$ cat src/rtl/led_mux_disp.sv
// led_mux_disp: time-multiplexed 7-segment driver with prescaled scan,
// frame-latched inputs, leading-zero blanking and anti-ghosting blank time.
module led_mux_disp #(
   parameter int DIGITS         = 4,
   parameter int CLK_DIV        = 50000,
   parameter int BLANK_CYC      = 16,
   parameter bit SEG_ACTIVE_LOW = 1'b1,
   parameter bit AN_ACTIVE_LOW  = 1'b1
) (
   input  logic                clk,
   input  logic                rst,
   input  logic [4*DIGITS-1:0] data,
   input  logic [DIGITS-1:0]   dp,
   input  logic [DIGITS-1:0]   en,
   input  logic                lzb,
   output logic [6:0]          seg,
   output logic                dp_o,
   output logic [DIGITS-1:0]   an,
   output logic                frame_done
);

   localparam int IW = (DIGITS > 1) ? $clog2(DIGITS) : 1;
   localparam int CW = $clog2(CLK_DIV);
   localparam logic [IW-1:0] IDX_LAST = IW'(DIGITS - 1);
   localparam logic [CW-1:0] CNT_LAST = CW'(CLK_DIV - 1);
   localparam logic [6:0] SEG_OFF = {7{SEG_ACTIVE_LOW}};
   localparam logic [DIGITS-1:0] AN_OFF = {DIGITS{AN_ACTIVE_LOW}};

   logic [CW-1:0]       r_cnt;
   logic [IW-1:0]       r_idx;
   logic                r_load_pend;
   logic [4*DIGITS-1:0] r_data_sh;
   logic [DIGITS-1:0]   r_dp_sh;
   logic [DIGITS-1:0]   r_en_sh;
   logic                r_lzb_sh;
   logic [6:0]          r_seg;
   logic                r_dp_o;
   logic [DIGITS-1:0]   r_an;
   logic                r_frame_done;

   logic                w_tick;
   logic                w_frame_end;
   logic                w_past_blank;
   logic [3:0]          w_nib;
   logic                w_dp_sel;
   logic                w_en_sel;
   logic                w_hz;
   logic                w_lz_blank;
   logic [DIGITS-1:0]   w_an_sel;
   logic                w_on;
   logic [6:0]          w_glyph;
   logic [6:0]          w_seg_nx;
   logic                w_dp_nx;
   logic [DIGITS-1:0]   w_an_nx;

   function automatic logic [6:0] glyph(input logic [3:0] n);
      logic [6:0] g;
      case (n)
         4'h0: g = 7'h7E;
         4'h1: g = 7'h30;
         4'h2: g = 7'h6D;
         4'h3: g = 7'h79;
         4'h4: g = 7'h33;
         4'h5: g = 7'h5B;
         4'h6: g = 7'h5F;
         4'h7: g = 7'h72;
         4'h8: g = 7'h7F;
         4'h9: g = 7'h7B;
         4'hA: g = 7'h77;
         4'hB: g = 7'h1F;
         4'hC: g = 7'h4E;
         4'hD: g = 7'h3D;
         4'hE: g = 7'h4F;
         default: g = 7'h47;
      endcase
      return g;
   endfunction

   assign w_tick      = (r_cnt == CNT_LAST);
   assign w_frame_end = w_tick && (r_idx == IDX_LAST);

   generate
      if (BLANK_CYC == 0) begin : g_noblank
         assign w_past_blank = 1'b1;
      end else begin : g_blank
         assign w_past_blank = (r_cnt >= CW'(BLANK_CYC));
      end
   endgenerate

   // Prescaler, digit index and post-reset load request
   always_ff @(posedge clk or posedge rst) begin
      if (rst) begin
         r_cnt       <= '0;
         r_idx       <= '0;
         r_load_pend <= 1'b1;
      end else begin
         r_load_pend <= 1'b0;
         r_cnt       <= w_tick ? '0 : r_cnt + CW'(1);
         if (w_tick)
            r_idx <= (r_idx == IDX_LAST) ? '0 : r_idx + IW'(1);
      end
   end

   // Frame-latched copies of the inputs; only these drive the display
   always_ff @(posedge clk or posedge rst) begin
      if (rst) begin
         r_data_sh <= '0;
         r_dp_sh   <= '0;
         r_en_sh   <= '0;
         r_lzb_sh  <= 1'b0;
      end else if (r_load_pend || w_frame_end) begin
         r_data_sh <= data;
         r_dp_sh   <= dp;
         r_en_sh   <= en;
         r_lzb_sh  <= lzb;
      end
   end

   // Select current digit and decide leading-zero blanking (scan from top)
   always_comb begin
      w_nib      = 4'h0;
      w_dp_sel   = 1'b0;
      w_en_sel   = 1'b0;
      w_hz       = 1'b1;
      w_lz_blank = 1'b0;
      w_an_sel   = '0;
      for (int i = DIGITS - 1; i >= 0; i--) begin
         w_hz = w_hz && (r_data_sh[4*i +: 4] == 4'h0);
         if (r_idx == IW'(i)) begin
            w_nib       = r_data_sh[4*i +: 4];
            w_dp_sel    = r_dp_sh[i];
            w_en_sel    = r_en_sh[i];
            w_an_sel[i] = 1'b1;
            w_lz_blank  = r_lzb_sh && (i != 0) && w_hz;
         end
      end
   end

   // Next output values in board polarity
   always_comb begin
      w_on     = w_past_blank && w_en_sel;
      w_glyph  = (w_on && !w_lz_blank) ? glyph(w_nib) : 7'h00;
      w_seg_nx = SEG_ACTIVE_LOW ? ~w_glyph : w_glyph;
      w_dp_nx  = (w_on && w_dp_sel) ^ SEG_ACTIVE_LOW;
      w_an_nx  = (w_on ? w_an_sel : '0) ^ AN_OFF;
   end

   // Registered pin drivers and frame pulse
   always_ff @(posedge clk or posedge rst) begin
      if (rst) begin
         r_seg        <= SEG_OFF;
         r_dp_o       <= SEG_ACTIVE_LOW;
         r_an         <= AN_OFF;
         r_frame_done <= 1'b0;
      end else begin
         r_seg        <= w_seg_nx;
         r_dp_o       <= w_dp_nx;
         r_an         <= w_an_nx;
         r_frame_done <= w_frame_end;
      end
   end

   assign seg        = r_seg;
   assign dp_o       = r_dp_o;
   assign an         = r_an;
   assign frame_done = r_frame_done;

endmodule
$ cat config.mk
export PLATFORM = sky130hd
export DESIGN_NAME = led_mux_disp
export DESIGN_NICKNAME = d
export VERILOG_FILES = /design/src/rtl/led_mux_disp.sv
export SDC_FILE = /design/constraint.sdc
export NUM_CORES = 1
export LEC_CHECK = 0
export ABC_AREA = 1
export BUFFER_PORTS_ARGS = -buffer_cell sky130_fd_sc_hd__buf_2
export CORE_MARGIN = 1
export CORE_UTILIZATION = 30
export CTS_BUF_LIST = sky130_fd_sc_hd__clkbuf_8
export DETAILED_ROUTE_END_ITERATION = 6
export SYNTH_ARGS = -nofsm -noshare
export SYNTH_HDL_FRONTEND = slang
export SYNTH_SLANG_ARGS = --single-unit
$ cat constraint.sdc
create_clock -name clk -period 4.63 [get_ports clk]
set_input_delay 0.463 -clock clk [delete_from_list [all_inputs] [get_ports clk]]
set_output_delay 0.463 -clock clk [all_outputs]
set_load 0.02 [all_outputs]
==> results_dict.tcl <==
set metrics [dict create \
    slew_violations 0 \
    r2r_cells 11 \
    clk_pin_slew_ns 0.07 \
    ys.flop_type "dfrtp_1" \
    outcome "finished, final reports clean" \
    drtIter0Drc 97 \
    p_sw_frac 0.2673 \
    seqPwrFrac 0.519 \
    required_ns 4.88 \
    start_util 0.3100 \
    hold_violations 0 \
    grt_max_degree 58 \
    use_met3 0.03525 \
    hpwl_microns 4953 \
    synthesis.instances 381 \
    wl_per_cell_microns 12.23 \
    netlist_area_sq_um 3044 \
    grt-ovfl-total 0 \
    num_rows 36 \
    insertion_delay_ns 0.34 \
    fill_cells 1068 \
    critPathMaxFanout 9 \
    ios 40 \
    ys_seq_elements 57 \
    wl_microns 6823 \
    global_route.usage.met1 0.2067 \
    antenna_found_initial 0 \
    rsz0062_at_grt "false" \
    power.leakage_nw 1.756 \
    path_class "register to register" \
    cts_buffers 9 \
    min_period_over_period 0.5178 \
    comb_power_share 0.115 \
    die_w_microns 102.7 \
    hold_path.class "input port to async pin" \
    met2_usage 0.2133 \
    post-route-drc-count 0 \
    tns_ns 0 \
    reg2reg_to "seg[3]" \
    cts_max_level 3 \
    cts_tree "done" \
    ys_seq_area_frac 0.4739 \
    synth_edf_count 0 \
    busiest_layer "met2" \
    drt.antenna.violating_nets 0 \
    p_total_mw 1.057 \
    postCtsSetupBuffers 0 \
    hold_buffers 0 \
    crit_path_end_kind "register" \
    routabilityCongestion 0.8704 \
    n_antenna_cell 0 \
    fmax_mhz 417.1 \
    period_needed_ns 2.398 \
    startpoint_type "register" \
    fin_skew_ns 0.01480 \
    avgSynthCellArea_sq_um 7.990 \
    drtPass1Iterations 4 \
    synth-async-reset-ratio 1.000 \
    cp.arrival_ns 2.65 \
    rr_startpoint "r_idx[0]" \
    vias_per_cell 4.627 \
    syn2layout_area_growth_pct 14.59 \
    cap_violations 0 \
    cts_root_buf "clkbuf_8" \
    layout.nets 458 \
    core_area_sq_um 9819 \
    vias 2582 \
    synth.distinct_cells 35 \
    finalSetupViolCount 0 \
    portBuffers 39 \
    post_cts_resized 0 \
    internal_power_mw 0.7745 \
    worstMarginPinSlew_ns 0.7134 \
    synth.net_count 419 \
    switchingPower_mw 0.2826 \
    peakVddDrop_mv 0.1106 \
    clk_path_buf_depth 2 \
    drive_above_1_share 0.1859 \
    grt_pass1_wl_microns 11790 \
    ys_warn_count 0 \
    die_y_microns 102.7 \
    powerDensity_nw_per_um2 303.1 \
    cts_sinks 57 \
    die_area_sq_um 10550 \
    track_usage 0.1465 \
    reg2reg_slack_ns 2.23 \
    relSlewSlack 0.5244 \
    clockPowerShare 0.366 \
    grt_pass1_vias 2480 \
]
==> worst max path at each step <==
| stage | slack (ns) | endpoint | from | depth (start not counted) |
|---|---|---|---|---|
| finish | 2.23 | seg[3] | r_idx[0] | 11 |
| detailed placement | 2.22 | seg[3] | r_idx[0] | 11 |
| global route | 2.02 | seg[5] | r_idx[0] | 12 |
| CTS | 2.22 | seg[3] | r_idx[0] | 11 |
| global placement | 2.35 | seg[3] | r_idx[0] | 11 |
| floorplan | 2.67 | seg[3] | r_idx[0] | 12 |
==> state kept, by name, indices dropped and copies added, names as in the netlist, 2 cells and up <==
register / flops
r_cnt: 16
r_data_sh: 16
seg: 7
an: 4
r_dp_sh: 4
r_en_sh: 4
r_idx: 2
==> metrics by stage <==
stage / util / setup WS, ns / hold slack (ns) / instances / instance area [sq um]
after floorplan: - / 2.667 / 0.4411 / 381 / 3044
after global placement: 0.3388 / 2.354 / 0.4701 / 542 / 3327
after detailed placement: 0.3388 / 2.225 / 0.4800 / 542 / 3327
after CTS: 0.3553 / 2.220 / 0.3030 / 558 / 3488
after global routing: 0.3553 / 2.020 / 0.3161 / 558 / 3488
final: 0.3553 / 2.232 / 0.3166 / 558 / 3488
==> synthesized netlist by cell type, types with 2 or more instances <==
cell | number | area share
buf_6 | 4 | 0.015
o21ai_2 | 2 | 0.0058
nor4_1 | 2 | 0.0041
inv_1 | 33 | 0.041
nor3_1 | 5 | 0.0082
o211ai_1 | 2 | 0.0049
xor2_1 | 9 | 0.026
a21oi_1 | 9 | 0.015
o21ai_0 | 7 | 0.012
nand4_1 | 5 | 0.010
dfrtp_1 | 44 | 0.36
nor3b_1 | 3 | 0.0074
nand2_4 | 3 | 0.011
buf_2 | 6 | 0.0099
nor2_1 | 34 | 0.042
ha_1 | 11 | 0.045
inv_2 | 4 | 0.0049
nand3_1 | 51 | 0.084
o21ai_1 | 3 | 0.0049
dfstp_2 | 13 | 0.11
nand2_1 | 117 | 0.14
==> routing by layer <==
| layer | wire length [microns] | vias to the layer above | part of all wire |
|---|---|---|---|
| met4 | 115 | 0 | 0.017 |
| li1 | - | 1291 | - |
| met2 | 2877 | 73 | 0.42 |
| met3 | 295 | 14 | 0.043 |
| met1 | 3534 | 1204 | 0.52 |
| met5 | 0 | - | 0 |
==> layout make-up <==
class,instances,area [sq um],area share
flip-flops and latches,57,1443,0.4136
multi-input cells,274,1373,0.3935
repair buffers,40,202.7,0.05811
well taps,133,166.4,0.04770
inverters,38,142.6,0.04089
clock buffers,10,137.6,0.03945
clock inverters,6,23.77,0.006815
==> power by group through the flow <==
stage / Combinational (mW) / Clock [mW] / Sequential (mW)
2_1_floorplan: 0.0757 / 0 / 0.566
3_3_place_gp: 0.122 / 0 / 0.558
3_5_place_dp: 0.123 / 0 / 0.558
4_1_cts: 0.124 / 0.401 / 0.549
5_1_grt: 0.141 / 0.425 / 0.553
6_report: 0.121 / 0.387 / 0.549
==> logic make-up (layout without fill, tap and decap cells) <==
family / Yosys count / in the layout / share of synthesized area
simple gates: 227 / 227 / 0.3292
xor+xnor: 9 / 9 / 0.02590
buf+inv: 50 / 94 / 0.07521
fa+ha+maj: 11 / 11 / 0.04521
compound gates: 26 / 26 / 0.04932
flops: 57 / 57 / 0.4739
other cells: 1 / 1 / 0.001232
==> critical path: stages, from the launching register on <==
cell,delay (ns)
dfrtp_1,0.40
inv_1,0.13
ha_1,0.36
inv_2,0.13
nand3_1,0.09
nand2_1,0.06
a21boi_1,0.35
inv_1,0.16
ha_1,0.29
nand3b_1,0.18
nand3_1,0.11
nand3_1,0.07
==> layout by cell type (no fill, tap or decap), types with 7 or more instances in the layout <==
cell type  synthesis  final
dfrtp_1           44     44
nand3_1           51     51
nand2_1          117    117
o21ai_0            7      7
clkbuf_8           0     10
nor2_1            34     34
xor2_1             9      9
dfstp_2           13     13
ha_1              11     11
a21oi_1            9      9
inv_1             33     37
buf_2              6     39
Power figures use the tool's default switching activity.
